`src/rtl/mul_add_issue.sv`:
```
// mul_add_issue
// Credit-based issue stage for an external fixed-latency multiply-add
// pipeline, with an in-order result FIFO on the far side.
//
// Operands pass straight through to the pipeline (pipe_x/y/z). A valid
// shift register (vld) tracks which cycles carry real work. Each result is
// written into a DEPTH-entry FIFO. An issue is only allowed while a credit
// is free, so the FIFO can never be asked to take a result it has no room
// for.
//
// Ports
//   clk, rst_n        clock, async active-low reset
//   in_valid/in_ready producer handshake for operand triple in_x/in_y/in_z
//   pipe_x/y/z        operands to the downstream pipeline (combinational)
//   pipe_result       pipeline output, valid when vld[LATENCY-1] is set
//   out_valid/ready   consumer handshake, out_data = FIFO head
//   credits           free issue credits (DEPTH at reset)
//   overflow_err      sticky: a FIFO write was attempted while full
module mul_add_issue #(
  parameter int WIDTH   = 32,
  parameter int LATENCY = 3,
  parameter int DEPTH   = 4   // power of two, >= 2
) (
  input  logic                     clk,
  input  logic                     rst_n,
  input  logic                     in_valid,
  output logic                     in_ready,
  input  logic [WIDTH-1:0]         in_x,
  input  logic [WIDTH-1:0]         in_y,
  input  logic [WIDTH-1:0]         in_z,
  output logic [WIDTH-1:0]         pipe_x,
  output logic [WIDTH-1:0]         pipe_y,
  output logic [WIDTH-1:0]         pipe_z,
  input  logic [WIDTH-1:0]         pipe_result,
  output logic                     out_valid,
  input  logic                     out_ready,
  output logic [WIDTH-1:0]         out_data,
  output logic [$clog2(DEPTH):0]   credits,
  output logic                     overflow_err
);

  localparam int AW = $clog2(DEPTH);
  localparam int CW = AW + 1;
  localparam logic [CW-1:0] DEPTH_C = CW'(DEPTH);

  logic [LATENCY-1:0] vld;
  logic [AW-1:0]      rd_ptr, wr_ptr;
  logic [CW-1:0]      count;
  logic [WIDTH-1:0]   mem [DEPTH];

  logic issue, push, pop, full, wr_en;

  // The pipeline has no valid input; it just computes on whatever it sees.
  assign pipe_x = in_x;
  assign pipe_y = in_y;
  assign pipe_z = in_z;

  // Ready depends only on registered credits; rst_n gating keeps it low
  // for the whole reset window even though credits resets to DEPTH.
  assign in_ready  = rst_n && (credits != '0);
  assign issue     = in_valid && in_ready;

  assign push      = vld[LATENCY-1];
  assign full      = (count == DEPTH_C);
  assign pop       = out_valid && out_ready;
  // A write into a full FIFO is dropped (and flagged), even if a pop
  // happens on the same edge: that situation means credit accounting broke.
  assign wr_en     = push && !full;

  assign out_valid = (count != '0);
  assign out_data  = mem[rd_ptr];

  // Valid tracker, one bit per pipeline stage.
  always_ff @(posedge clk or negedge rst_n) begin
    if (!rst_n) begin
      vld <= '0;
    end else begin
      vld[0] <= issue;
      for (int i = 1; i < LATENCY; i++) vld[i] <= vld[i-1];
    end
  end

  // Result FIFO storage. Cleared on reset so out_data reads 0 afterwards.
  always_ff @(posedge clk or negedge rst_n) begin
    if (!rst_n) begin
      for (int i = 0; i < DEPTH; i++) mem[i] <= '0;
    end else if (wr_en) begin
      mem[wr_ptr] <= pipe_result;
    end
  end

  // Pointers wrap naturally because DEPTH is a power of two.
  always_ff @(posedge clk or negedge rst_n) begin
    if (!rst_n) begin
      wr_ptr <= '0;
      rd_ptr <= '0;
      count  <= '0;
    end else begin
      if (wr_en) wr_ptr <= wr_ptr + AW'(1);
      if (pop)   rd_ptr <= rd_ptr + AW'(1);
      case ({wr_en, pop})
        2'b10:   count <= count + CW'(1);
        2'b01:   count <= count - CW'(1);
        default: count <= count;
      endcase
    end
  end

  // A credit is held from issue until the matching result leaves the FIFO,
  // so credits == DEPTH - (in flight + stored).
  always_ff @(posedge clk or negedge rst_n) begin
    if (!rst_n) begin
      credits <= DEPTH_C;
    end else if (issue && !pop) begin
      credits <= credits - CW'(1);
    end else if (pop && !issue) begin
      credits <= credits + CW'(1);
    end
  end

  always_ff @(posedge clk or negedge rst_n) begin
    if (!rst_n) begin
      overflow_err <= 1'b0;
    end else if (push && full) begin
      overflow_err <= 1'b1;
    end
  end

endmodule

```
`config.mk`:
```
export PLATFORM = sky130hd
export DESIGN_NAME = mul_add_issue
export DESIGN_NICKNAME = d
export VERILOG_FILES = /design/src/rtl/mul_add_issue.sv
export SDC_FILE = /design/constraint.sdc
export NUM_CORES = 1
export LEC_CHECK = 0
export CAP_MARGIN = 20
export CORE_MARGIN = 3
export CORE_UTILIZATION = 40
export DETAILED_ROUTE_END_ITERATION = 6
export HOLD_SLACK_MARGIN = 0.1
export PLACE_DENSITY_LB_ADDON = 0.05
export SYNTH_ARGS = -nofsm -noshare
export SYNTH_HDL_FRONTEND = slang
export SYNTH_SLANG_ARGS = --single-unit
```
`constraint.sdc`:
```
create_clock -name clk -period 3.85 [get_ports clk]
set_clock_uncertainty 0.05 [all_clocks]
set_input_delay 0.385 -clock clk [delete_from_list [all_inputs] [get_ports clk]]
set_output_delay 0.385 -clock clk [all_outputs]
set_load 0.02 [all_outputs]
```
### After elaboration in Yosys (flattened, before gate mapping)

Index checks and enable logic that the tools add are counted.

| word-level totals | value |
|---|---|
| flip-flop bits (word level) | 142 |
| latch bits | 0 |
| RAM bits | 0 |
| bits in read-only memories | 0 |
| input bits | 132 |
| output and inout port bits | 134 |
| memories | 0 |

| cells by class | value |
|---|---|
| add/sub/neg operators | 6 |
| multipliers | 0 |
| divide/modulo/power cells | 0 |
| order comparisons | 3 |
| equal/unequal tests | 3 |
| shift operators | 0 |
| multiplexer cells | 9 |
| bitwise logic cells | 2 |
| reduce and logical (&&, ||, !) cells | 15 |

Operators with widths:

| kind | count |
|---|---|
| $bwmux W128 | 1 |
| $mux W32 | 3 |
| $bmux W32 S2 | 1 |
| $demux W32 S2 | 1 |
| $logic_and A1 B1 Y1 | 8 |
| $add A3 B1 Y3 const B | 2 |
| $ge A3 B3 Y1 const B | 2 |
| $mux W3 | 2 |
| $not A2 Y3 | 2 |
| $pmux W3 S2 | 1 |
| $reduce_bool A3 Y1 | 2 |
| $sub A3 B1 Y3 const B | 2 |
| $add A2 B1 Y2 const B | 2 |
| $reduce_bool A2 Y1 | 2 |
| $eq A3 B3 Y1 const B | 1 |
| $logic_not A1 Y1 | 3 |
| $lt A3 B1 Y1 const B | 1 |
| $eq A2 B1 Y1 const B | 1 |
| $eq A2 B2 Y1 const B | 1 |

### Logic depth before layout (Yosys ltp)

| logic depth | value |
|---|---|
| depth in word-level cells | 7 |
| gate-level depth with buffers | 9 |
| gate-level depth less buffers | 9 |

### Least setup slack after synthesis

No wires, ideal clock.

| timing path | value |
|---|---|
| kind | register to register |
| from | register credits[2] |
| to | register credits[2] |
| library setup time | 75 ps |
| arrival | 2019 ps |
| data required time | 3725 ps |
| setup slack | 1707 ps |
| cell stages (with the launch flop) | 9 |
| path through | dfstp_2 > o31a_1 > and2_1 > ha_1 > inv_1 > fa_1 > xor2_1 > nor2_1 > xor2_1 |

| on the way | value |
|---|---|
| cells in the longest elaborated chain, start to end | 6 |
| elaborated cells between the ends (all ways) | 11 |
| classes of those cells | 2 x add/sub; 2 x mux; 7 x reduce/logical |

Ends and longest elaborated chain:

| item | RTL line | RTL |
|---|---|---|
| start, declared | 38 | `output logic [$clog2(DEPTH):0] credits,` |
| start signal, assigned | 115 | `credits <= credits - CW'(1);` |
| start signal, assigned | 117 | `credits <= credits + CW'(1);` |
| $reduce_bool A3 Y1 * | 60 | `assign in_ready = rst_n && (credits != '0);` |
| $logic_and A1 B1 Y1 * | 60 |  |
| named net in_ready | 27 | `output logic in_ready,` |
| $logic_and A1 B1 Y1 * | 61 | `assign issue = in_valid && in_ready;` |
| named net issue | 51 | `logic issue, push, pop, full, wr_en;` |
| $logic_not A1 Y1 | 116 | `end else if (pop && !issue) begin` |
| $logic_and A1 B1 Y1 | 116 |  |
| $reduce_bool A2 Y1 (no line) | n/a |  |

Mark *: on every way through the listed nets, which the timed path passes. The rest lies on a longest branch. The select of a mux whose other input is x is not followed.
A chain may end at the register's enable or synchronous reset.

### Worst setup path after layout

| timing path | value |
|---|---|
| from | register rd_ptr[0] |
| to | output out_data[2] |

| on the way | value |
|---|---|
| cells in the longest elaborated chain, start to end | 4 |

Ends and longest elaborated chain:

| item | RTL line | RTL |
|---|---|---|
| start, declared | 47 | `logic [AW-1:0] rd_ptr, wr_ptr;` |
| start signal, assigned | 100 | `if (pop) rd_ptr <= rd_ptr + AW'(1);` |
| $not A2 Y3 (implied by the code) | 71 | `assign out_data = mem[rd_ptr];` |
| $bmux W32 S2 | 71 |  |
| $mux W32 (implied by the code) (2 in a row) | 71 |  |
| end, declared | 37 | `output logic [WIDTH-1:0] out_data,` |

No other way between the ends. The select of a mux whose other input is x is not followed.

==> out/qor.yml <==
setup_path:
  critPathKind: "reg -> out"
  worstPathRequired_ps: 3410
  critPathArrivalTime_ps: 2590
  crit_family: "buffers and inverters"
  cp_num_buf_inv: 2
  rrSetupSlack_ps: 1480
  crit_chain: "buf_4 > mux4_2 > clkdlybuf4s50_1"
  r2r-end: "count[2]$_DFFE_PN0P_"
  rr_worst_depth: 8
  slowest_stage: "dfrtp_2"
  critPathLaunchType: "register"
  cpPeakStageDelay_ps: 740
  r2r_start: "count[0]$_DFFE_PN0P_"
  path_max_fanout: 17
  end_kind: "output port"
cts:
  cts_buffers: 17
  clock_path_buffers: 2
  post_cts_resized: 0
  post_cts_buffers: 0
  cts.root.buffer_cell: "clkbuf_16"
  htreeDepth: 4
  clkTransAtPathRegs_ps: 60
  cts_tree: "done"
  clk_latency_ps: 410
  cts_sinks: 142
min_path:
  min_path_type: "reg -> reg"
  holdPathEnd: "vld[1]$_DFF_PN0_"
  min_from: "vld[0]$_DFF_PN0_"
  hold_depth: 0
floorplanning:
  io_pins: 266
  rows: 47
  fp.dieW_um: 138.0
  die-area_sq_um: 19050
  fp.dieH_um: 138.0
  core_area_sq_um: 16820
  start_util: 0.4146
synthesis:
  yosysUniqueCellTypes: 22
  synth_top_area_frac: 0.5060
  synth_top_cell_by_area: "dfrtp_1"
  ys_ff_latch: 142
  postSynthCellCount: 465
  syn_area_per_cell_sq_um: 15.00
  synthTopCellsByArea: "dfrtp_1 (51%), mux2_2 (21%), buf_4 (11%)"
  synth-seq-area-share: 0.5098
  synth_warnings: 0
  syn_nets: 605
  netlist_area_sq_um: 6973
global_routing:
  grt.total_usage: 0.1471
  grt_max_degree: 54
  antenna_found_initial: 0
  grt_pass1_vias: 3888
  grt_pass1_wl_um: 22020
  grt_overflow_total: 0
timing:
  fin_crit_sh: 0.7868
  postLayoutSetupSlackWorst_ps: 821.0
  setup_viol: 0
  slew_headroom: 0.3871
  fmax_mhz: 330.1
  maxSlewViolCount: 0
  grt_setup_unrepaired: "no"
  worstMarginPinSlew_ps: 919.4
  hold_viol: 0
  setup_tns_ps: 0
  period_minus_slack_ps: 3029
cells_and_area:
  drive_gt1_frac: 0.4526
  final_nets: 591
  area_growth_syn_to_layout_pct: 12.00
  diodes: 0
route:
  wl_um: 13250
  dr.pass1.iters: 4
  vias_per_cell: 5.159
  via_count: 3529
  drc_errors: 0
  wire_per_inst_um: 19.37
  antenna_left: 0
  drtIter0Drc: 123
placed_design:
  place_ws_ps: 1175
  place.gp.congestion: 0.7301
  io_buffer_count: 73
  dp_hpwl_um: 8787
power:
  max-vdd-ir-drop_mv: 0.4460
  total_leakage_power_nw: 3.248
  p_per_area_nw_per_um2: 960.6
status:
  outcome: "complete, no violations"
flow_run:
  cap_violations: 0
-- state kept, by name, indices dropped and copies added (netlist names) --
signal / count
wr_ptr: 2
credits: 3
mem: 128
vld: 3
count: 3
rd_ptr: 2
overflow_err: 1
-- layout by cell type (no fill, tap or decap), types with 2 or more instances in the layout --
| cell type | synthesis | routed |
|---|---|---|
| fa_1 | 2 | 2 |
| inv_1 | 9 | 9 |
| clkinvlp_4 | 0 | 2 |
| clkdlybuf4s50_1 | 0 | 72 |
| nand2_1 | 6 | 6 |
| xnor2_1 | 4 | 4 |
| clkbuf_16 | 0 | 17 |
| mux2_2 | 129 | 129 |
| nor2_1 | 6 | 2 |
| xor2_1 | 5 | 5 |
| mux4_2 | 32 | 32 |
| clkinv_2 | 0 | 4 |
| dfrtp_1 | 141 | 139 |
| buf_4 | 98 | 9 |
| clkbuf_8 | 0 | 4 |
| nor2_4 | 0 | 4 |
| dfrtp_2 | 0 | 2 |
| ha_1 | 6 | 6 |
| bufinv_16 | 0 | 3 |
| mux2i_1 | 2 | 2 |
-- metal layers --
metal,vias up,track usage,share of wire
li1,1514,-,-
met1,1835,0.1968,0.45
met2,128,0.2102,0.45
met3,52,0.05594,0.066
met4,0,0.07332,0.033
met5,-,0,0
-- cell families after synthesis --
group / share of synthesized area
AOI/OAI and AO/OA: 0.002333
xor gates and xnor gates: 0.01130
adders and majority gates: 0.01651
buffers and inverters: 0.1337
DFF: 0.5098
muxes: 0.3146
and+or+nand+nor: 0.01184
-- cell usage after synthesis --
master,number
mux2i_1,2
dfstp_2,1
nor3b_4,1
buf_2,4
and2_1,1
xor2_1,5
o31a_1,1
a21o_1,1
buf_6,12
dfrtp_1,141
clkbuf_1,2
mux2_2,129
fa_1,2
nand2b_1,1
mux4_2,32
nand2_1,6
buf_4,98
or3_1,1
ha_1,6
nor2_1,6
inv_1,9
xnor2_1,4
-- what timing repair did --
item	CTS	global route
hold buffers	1	0
endpoints found under the hold margin	41	0
setup endpoints to repair	0	0
-- worst max path at each step --
stage,start,to,cells after the start
global placement,rd_ptr[0]$_DFFE_PN0P_,out_data[26],3
global route,rd_ptr[0]$_DFFE_PN0P_,out_data[4],3
detailed placement,rd_ptr[0]$_DFFE_PN0P_,out_data[2],3
floorplan,credits[2]$_DFFE_PN1P_,credits[2]$_DFFE_PN1P_,8
finish,rd_ptr[0]$_DFFE_PN0P_,out_data[2],3
CTS,rd_ptr[0]$_DFFE_PN0P_,out_data[2],3
-- through the flow --
stage          instances  power, mW  hold WS (ps)    util  instance area [sq um]
2_1_floorplan        465      4.886         39.41       -                   6973
3_3_place_gp         651      5.840         284.0  0.4270                   7182
3_5_place_dp         651      5.901         284.7  0.4270                   7182
4_1_cts              684      7.637         298.1  0.4644                   7810
5_1_grt              684      7.976         299.9  0.4644                   7810
6_report             684      7.503         297.3  0.4644                   7810
-- cell type report --
class | count | area (sq um)
Multi-Input combinational cell | 198 | 2516
Timing Repair Buffer | 83 | 809.5
Clock buffer | 22 | 484.2
Fill cell | 1505 | 9009
Inverter | 9 | 33.78
Clock inverter | 10 | 133.9
Tap cell | 220 | 275.3
Sequential cell | 142 | 3557
-- power breakdown --
part           internal [mW]  switching, mW
Clock                   1.09          0.607
Sequential              2.24          0.511
Combinational           1.85           1.21
Total                   5.17           2.33
Note: power is estimated with default switching activity, not from simulation.
